File: src/rtl/cpu_types_pkg.sv
// Shared CPU types for the pipeline control slice: PC select codes,
// hazard-controller states and the register-dependency helper.
package cpu_types_pkg;

  typedef enum logic [1:0] {
    PC_SEQ = 2'd0,
    PC_BR  = 2'd1,
    PC_JMP = 2'd2,
    PC_JR  = 2'd3
  } pc_sel_t;

  typedef enum logic [1:0] {
    HZ_RUN    = 2'd0,
    HZ_DRAIN  = 2'd1,
    HZ_HALTED = 2'd2
  } hzstate_t;

  localparam int REG_W = 5;

  // Register $0 is hardwired to zero, so it never creates a true dependency.
  function automatic logic reg_dep(input logic [REG_W-1:0] wsel,
                                   input logic [REG_W-1:0] src);
    reg_dep = (wsel != {REG_W{1'b0}}) && (wsel == src);
  endfunction

endpackage

File: src/rtl/pipeline_hazard_ctrl_hazard_detect.sv
// Load-use detector: a load in EX whose destination feeds the instruction in decode.
module hazard_detect
  import cpu_types_pkg::*;
(
  input  logic             ex_dread,
  input  logic [REG_W-1:0] ex_wsel,
  input  logic [REG_W-1:0] dec_rs,
  input  logic [REG_W-1:0] dec_rt,
  output logic             lduse
);

  // Pure compare; the loaded value is not forwardable until after MEM.
  assign lduse = ex_dread && (reg_dep(ex_wsel, dec_rs) || reg_dep(ex_wsel, dec_rt));

endmodule

File: src/rtl/pipeline_hazard_ctrl.sv
// Pipeline sequencer: per-stage enables/flushes, PC control, halt drain FSM
// and saturating stall/flush performance counters.
module pipeline_hazard_ctrl
  import cpu_types_pkg::*;
#(
  parameter int CNT_W = 32
) (
  input  logic             CLK,
  input  logic             nRST,
  input  logic             ihit,
  input  logic             dhit,
  input  logic [4:0]       dec_rs,
  input  logic [4:0]       dec_rt,
  input  logic             dec_jump,
  input  logic             dec_halt,
  input  logic             ex_dread,
  input  logic [4:0]       ex_wsel,
  input  logic             mem_dread,
  input  logic             mem_dwrite,
  input  logic             mem_br_taken,
  input  logic             mem_jr,
  input  logic             wb_halt,
  output logic             IF_EN,
  output logic             ID_EN,
  output logic             EX_EN,
  output logic             MEM_EN,
  output logic             IF_FLUSH,
  output logic             ID_FLUSH,
  output logic             EX_FLUSH,
  output logic             MEM_FLUSH,
  output logic             halt,
  output logic             pc_en,
  output logic [1:0]       pc_sel,
  output logic             cpu_halt,
  output logic [CNT_W-1:0] stall_cnt,
  output logic [CNT_W-1:0] flush_cnt
);

  localparam logic [CNT_W-1:0] CNT_ONE = {{(CNT_W-1){1'b0}}, 1'b1};
  localparam logic [CNT_W-1:0] CNT_MAX = {CNT_W{1'b1}};

  hzstate_t         state_r;
  hzstate_t         nxt_s;
  logic [CNT_W-1:0] stall_r;
  logic [CNT_W-1:0] flush_r;
  logic             lduse_s;
  logic             dwait_s;
  logic             squash_s;
  logic [3:0]       en_s;
  logic [3:0]       fl_s;
  logic             pc_en_s;
  pc_sel_t          sel_s;
  logic             halt_s;
  logic             cpu_halt_s;
  logic             stall_inc_s;
  logic             flush_inc_s;

  hazard_detect u_hazard_detect (
    .ex_dread (ex_dread),
    .ex_wsel  (ex_wsel),
    .dec_rs   (dec_rs),
    .dec_rt   (dec_rt),
    .lduse    (lduse_s)
  );

  assign dwait_s  = (mem_dread || mem_dwrite) && !dhit;
  assign squash_s = mem_br_taken || mem_jr;

  // Priority mux: stage controls and next state; en/fl are {IF,ID,EX,MEM}.
  always_comb begin
    en_s        = 4'b0000;
    fl_s        = 4'b0000;
    pc_en_s     = 1'b0;
    sel_s       = PC_SEQ;
    halt_s      = 1'b0;
    cpu_halt_s  = 1'b0;
    flush_inc_s = 1'b0;
    nxt_s       = state_r;
    case (state_r)
      HZ_RUN, HZ_DRAIN: begin
        if (dwait_s) begin
          halt_s = (state_r == HZ_DRAIN);
        end else if (squash_s) begin
          // A squash in DRAIN means the halt itself was on the wrong path.
          en_s        = 4'b0001;
          fl_s        = 4'b1110;
          pc_en_s     = 1'b1;
          sel_s       = mem_jr ? PC_JR : PC_BR;
          flush_inc_s = 1'b1;
          nxt_s       = HZ_RUN;
        end else if (lduse_s) begin
          en_s   = 4'b0011;
          fl_s   = 4'b0100;
          halt_s = (state_r == HZ_DRAIN);
        end else if (state_r == HZ_DRAIN) begin
          en_s   = 4'b0111;
          fl_s   = 4'b1000;
          halt_s = 1'b1;
          nxt_s  = wb_halt ? HZ_HALTED : HZ_DRAIN;
        end else if (!ihit) begin
          en_s = 4'b0111;
          fl_s = 4'b1000;
        end else if (dec_jump) begin
          en_s        = 4'b0111;
          fl_s        = 4'b1000;
          pc_en_s     = 1'b1;
          sel_s       = PC_JMP;
          flush_inc_s = 1'b1;
        end else if (dec_halt) begin
          en_s  = 4'b0111;
          fl_s  = 4'b1000;
          nxt_s = HZ_DRAIN;
        end else begin
          en_s    = 4'b1111;
          pc_en_s = 1'b1;
        end
      end
      HZ_HALTED: begin
        cpu_halt_s = 1'b1;
      end
      default: begin
        nxt_s = HZ_RUN;
      end
    endcase
  end

  assign stall_inc_s = (state_r == HZ_RUN) && !pc_en_s;

  // Outputs are held quiet while reset is asserted.
  assign IF_EN     = nRST && en_s[3];
  assign ID_EN     = nRST && en_s[2];
  assign EX_EN     = nRST && en_s[1];
  assign MEM_EN    = nRST && en_s[0];
  assign IF_FLUSH  = nRST && fl_s[3];
  assign ID_FLUSH  = nRST && fl_s[2];
  assign EX_FLUSH  = nRST && fl_s[1];
  assign MEM_FLUSH = nRST && fl_s[0];
  assign halt      = nRST && halt_s;
  assign pc_en     = nRST && pc_en_s;
  assign pc_sel    = nRST ? sel_s : PC_SEQ;
  assign cpu_halt  = nRST && cpu_halt_s;
  assign stall_cnt = stall_r;
  assign flush_cnt = flush_r;

  // State register and saturating performance counters.
  always_ff @(posedge CLK or negedge nRST) begin
    if (!nRST) begin
      state_r <= HZ_RUN;
      stall_r <= {CNT_W{1'b0}};
      flush_r <= {CNT_W{1'b0}};
    end else begin
      state_r <= nxt_s;
      if (stall_inc_s && (stall_r != CNT_MAX)) begin
        stall_r <= stall_r + CNT_ONE;
      end else begin
        stall_r <= stall_r;
      end
      if (flush_inc_s && (flush_r != CNT_MAX)) begin
        flush_r <= flush_r + CNT_ONE;
      end else begin
        flush_r <= flush_r;
      end
    end
  end

endmodule
File: config.mk
export PLATFORM = sky130hd
export DESIGN_NAME = pipeline_hazard_ctrl
export DESIGN_NICKNAME = d
export VERILOG_FILES = /design/src/rtl/cpu_types_pkg.sv /design/src/rtl/pipeline_hazard_ctrl_hazard_detect.sv /design/src/rtl/pipeline_hazard_ctrl.sv
export SDC_FILE = /design/constraint.sdc
export NUM_CORES = 1
export LEC_CHECK = 0
export ABC_AREA = 1
export CORE_MARGIN = 1.5
export CORE_UTILIZATION = 42
export CTS_CLUSTER_DIAMETER = 100
export DETAILED_ROUTE_END_ITERATION = 7
export PLACE_DENSITY = 0.68
export SYNTH_ARGS = -nofsm -noshare
export SYNTH_HDL_FRONTEND = slang
export SYNTH_SLANG_ARGS = --single-unit
File: constraint.sdc
create_clock -name CLK -period 3.5 [get_ports CLK]
set_input_delay 0.7 -clock CLK [delete_from_list [all_inputs] [get_ports CLK]]
set_output_delay 0.7 -clock CLK [all_outputs]
set_load 0.03 [all_outputs]
==> impl_results.rst <==
.. list-table::
   :header-rows: 1

   * - Metric
     - Value
   * - Run status
     - finished, violations left
   * - Violated checks
     - design-rule violations
   * - Critical Path AT
     - 2.57 ns
   * - Count of unresolved DRC violations after routing
     - 1
   * - Slew at the pin closest to its max-slew limit
     - 0.838 ns
   * - Total wire length
     - 13,900 microns
   * - Number of fill cells
     - 1,053
   * - Area after DPL
     - 0.00581 sq mm
   * - Initial core utilization
     - 0.434
   * - Number of synthesized flops with an enable pin
     - 0
   * - Clock sink count
     - 66
   * - Areal power density over the cells
     - 400 mW/mm^2
   * - Count of port buffers added during placement
     - 102
   * - Pin count of the biggest net entering global routing
     - 65
   * - TritonCTS clock tree
     - built
   * - GPL Wtd Cong
     - 0.901
   * - Clock Path Buffers
     - 2
   * - Final Net Count
     - 827
   * - FF+latch count, synth
     - 66
   * - Worst Skew
     - 0.00906 ns
   * - Hold violation count in the final report
     - 0
   * - Portion of synthesized cell area occupied by the leading cell type
     - 0.350
   * - Number of primary I/O pins
     - 104
   * - Final period utilization
     - 0.933
   * - Flip-flop cell with the highest count after synthesis
     - sky130_fd_sc_hd__dfrtp_1
   * - Final number of setup-violating endpoints
     - 0
   * - Post-Syn Area per Cell
     - 6.69 sq um
   * - Synth Warn #
     - 0
   * - Pins Over Slew Limit
     - 0
   * - Minimum clock period
     - 3.27 ns
   * - Setup crit end kind
     - output port
   * - Total inserted antenna cells
     - 0
   * - Inserted Clock Buffers
     - 9
   * - Core region area
     - 0.0109 sq mm
   * - Achievable frequency
     - 306 MHz
   * - Startpoint type of the worst setup path
     - input port
   * - Nets in the synthesized netlist
     - 735
   * - Antenna viol nets, final
     - 0
   * - Number of cells produced by synthesis
     - 706
   * - First drt pass iteration count
     - 8
   * - Worst path setup slack after routing
     - 0.233 ns
   * - Type of the worst setup path
     - in2out
   * - Area delta synth->final
     - 27.9%
   * - DR iter-0 viols
     - 270
   * - Post-DP HPWL
     - 10,200 microns
   * - Static leakage
     - 2.97 nW
   * - Finished Cell Area
     - 0.00604 sq mm
   * - Fraction of layout cells with a size suffix above 1
     - 0.0387
   * - Post-synthesis cell type count
     - 34
   * - Clock latency of the later-clocked register in the worst-skew pair
     - 0.35 ns
   * - RSZ-0062 raised after global routing
     - false
   * - Worst rel slew slack
     - 0.442
   * - H-tree levels
     - 3
   * - Fraction of the core area covered by cells at the end of the flow
     - 0.555
   * - Cell type with the highest aggregate area in the netlist
     - sky130_fd_sc_hd__dfrtp_1
   * - Number of cell rows
     - 38
   * - Hold/Removal Path Class
     - in2async
   * - Post-route total power
     - 2.42 mW
   * - Total Neg Setup Slack
     - 0 ns
   * - DR WL/cell
     - 14.8 microns
   * - Clk pin slew, worst setup/hold paths
     - 0.07 ns
   * - Share of synthesized flip-flops with an asynchronous set or reset
     - 1.00
   * - Total vias in the final route
     - 4,969
   * - Post-placement setup slack
     - 0.00863 ns
   * - Aggregate global-route resource usage
     - 0.244
   * - Fraction of the yosys area taken by sequential cells
     - 0.350
   * - Via-per-instance ratio
     - 5.27
   * - Post-CTS Hold Fix Bufs
     - 0
   * - Clock tree root buffer cell
     - sky130_fd_sc_hd__clkbuf_8
   * - Vertical extent of the die
     - 109 microns
   * - Biggest area contributors in the synthesized netlist
     - sky130_fd_sc_hd__dfrtp_1, sky130_fd_sc_hd__nand2_1, sky130_fd_sc_hd__xor2_1
   * - Total grt overflow
     - 0
   * - Required time of the worst setup path
     - 2.80 ns
   * - Die X
     - 109 microns
   * - Critical path fanouts, max
     - 6
   * - R2r setup slk
     - 1.26 ns
   * - Number of global-route vias before repair
     - 4,555
   * - Global-route wire length before repair
     - 22,800 microns
   * - # Max-Cap Violations
     - 0
   * - Highest ir drop seen on vdd
     - 0.340 mV
   * - Die outline area
     - 0.0119 sq mm
   * - Number of antenna violations at the first check in global routing
     - 0
   * - Netlist Area Pre-Place
     - 0.00472 sq mm
## sequential cells by signal, summed over array words and instances (netlist names)
register and count:
state_r 2, flush_cnt 32, stall_cnt 32
## logic make-up after synthesis
| group | share of synthesized area |
|---|---|
| xor+xnor | 0.106 |
| compound gates | 0.0151 |
| flops | 0.350 |
| fa+ha+maj | 0.00530 |
| simple gates | 0.444 |
| other cells | 0.000794 |
| buf+inv | 0.0790 |
## path summary, 6_finish.rpt
kind	depth (start not counted)	end	start
max	8	IF_EN	ex_wsel[2]
min	1	state_r[1]	nRST
max reg2reg	11	flush_cnt[14]	flush_cnt[0]
min reg2reg	2	stall_cnt[31]	stall_cnt[31]
max in group asynchronous	2	stall_cnt[31]	nRST
min in group CLK	2	stall_cnt[31]	stall_cnt[31]
## synth_stat cells (4+ instances only)
library cell,n
sky130_fd_sc_hd__buf_2,9
sky130_fd_sc_hd__dfrtp_1,66
sky130_fd_sc_hd__nand3b_1,4
sky130_fd_sc_hd__nand3_1,57
sky130_fd_sc_hd__nor3_1,33
sky130_fd_sc_hd__xnor2_1,23
sky130_fd_sc_hd__nor2_1,69
sky130_fd_sc_hd__xor2_1,34
sky130_fd_sc_hd__nand2_1,266
sky130_fd_sc_hd__clkbuf_1,8
sky130_fd_sc_hd__buf_4,9
sky130_fd_sc_hd__inv_1,55
sky130_fd_sc_hd__nand4_1,44
## final cells by class
class,instances,area (sq um),area share
well taps,140,175,0.0290
clock inverters,2,60.1,0.00994
flip-flops and latches,66,1650,0.273
multi-input cells,555,2700,0.447
repair buffers,109,1080,0.179
clock buffers,13,159,0.0263
inverters,57,214,0.0354
## worst max-delay path, stage by stage
cell,delay [ns]
sky130_fd_sc_hd__clkdlybuf4s50_1,0.48
sky130_fd_sc_hd__nor3_1,0.22
sky130_fd_sc_hd__nand3_1,0.09
sky130_fd_sc_hd__nand2_1,0.06
sky130_fd_sc_hd__inv_1,0.03
sky130_fd_sc_hd__nand2_1,0.14
sky130_fd_sc_hd__and3_1,0.18
sky130_fd_sc_hd__clkdlybuf4s50_1,0.66
## placed cells by master (no fill, tap or decap), types with 4 or more instances in the layout
cell | netlist | final
sky130_fd_sc_hd__nand2_1 | 266 | 266
sky130_fd_sc_hd__clkbuf_8 | 0 | 11
sky130_fd_sc_hd__xnor2_1 | 23 | 23
sky130_fd_sc_hd__xor2_1 | 34 | 34
sky130_fd_sc_hd__buf_4 | 9 | 7
sky130_fd_sc_hd__clkdlybuf4s50_1 | 0 | 96
sky130_fd_sc_hd__dfrtp_1 | 66 | 66
sky130_fd_sc_hd__nand3b_1 | 4 | 4
sky130_fd_sc_hd__nand4_1 | 44 | 44
sky130_fd_sc_hd__nand3_1 | 57 | 57
sky130_fd_sc_hd__inv_1 | 55 | 55
sky130_fd_sc_hd__nor3_1 | 33 | 33
sky130_fd_sc_hd__nor2_1 | 69 | 68
sky130_fd_sc_hd__dlymetal6s2s_1 | 0 | 5
## metrics by stage
stage,cells,hold WS (ns)
after global placement,927,0.491
final,942,0.145
after global routing,942,0.135
after floorplan,706,0.404
after CTS,942,0.138
after detailed placement,927,0.492
## repair_timing
action / CTS / global route
endpoints found under the setup margin: 0 / 5
hold endpoints to repair: 0 / 0
resized for setup: 0 / 5
setup buffers: 0 / 0
## per-layer routing
metal,up-vias,GRT usage,part of all wire
li1,2447,-,-
met1,2338,0.373,0.50
met2,168,0.355,0.43
met3,16,0.0436,0.066
met4,0,0.0583,0.012
met5,-,0,0
## power breakdown
group,switching (mW),internal (mW)
registers,0.102,0.824
clock network,0.304,0.438
logic,0.483,0.265
total,0.890,1.53
No activity file was read; power rests on OpenSTA's default activity.
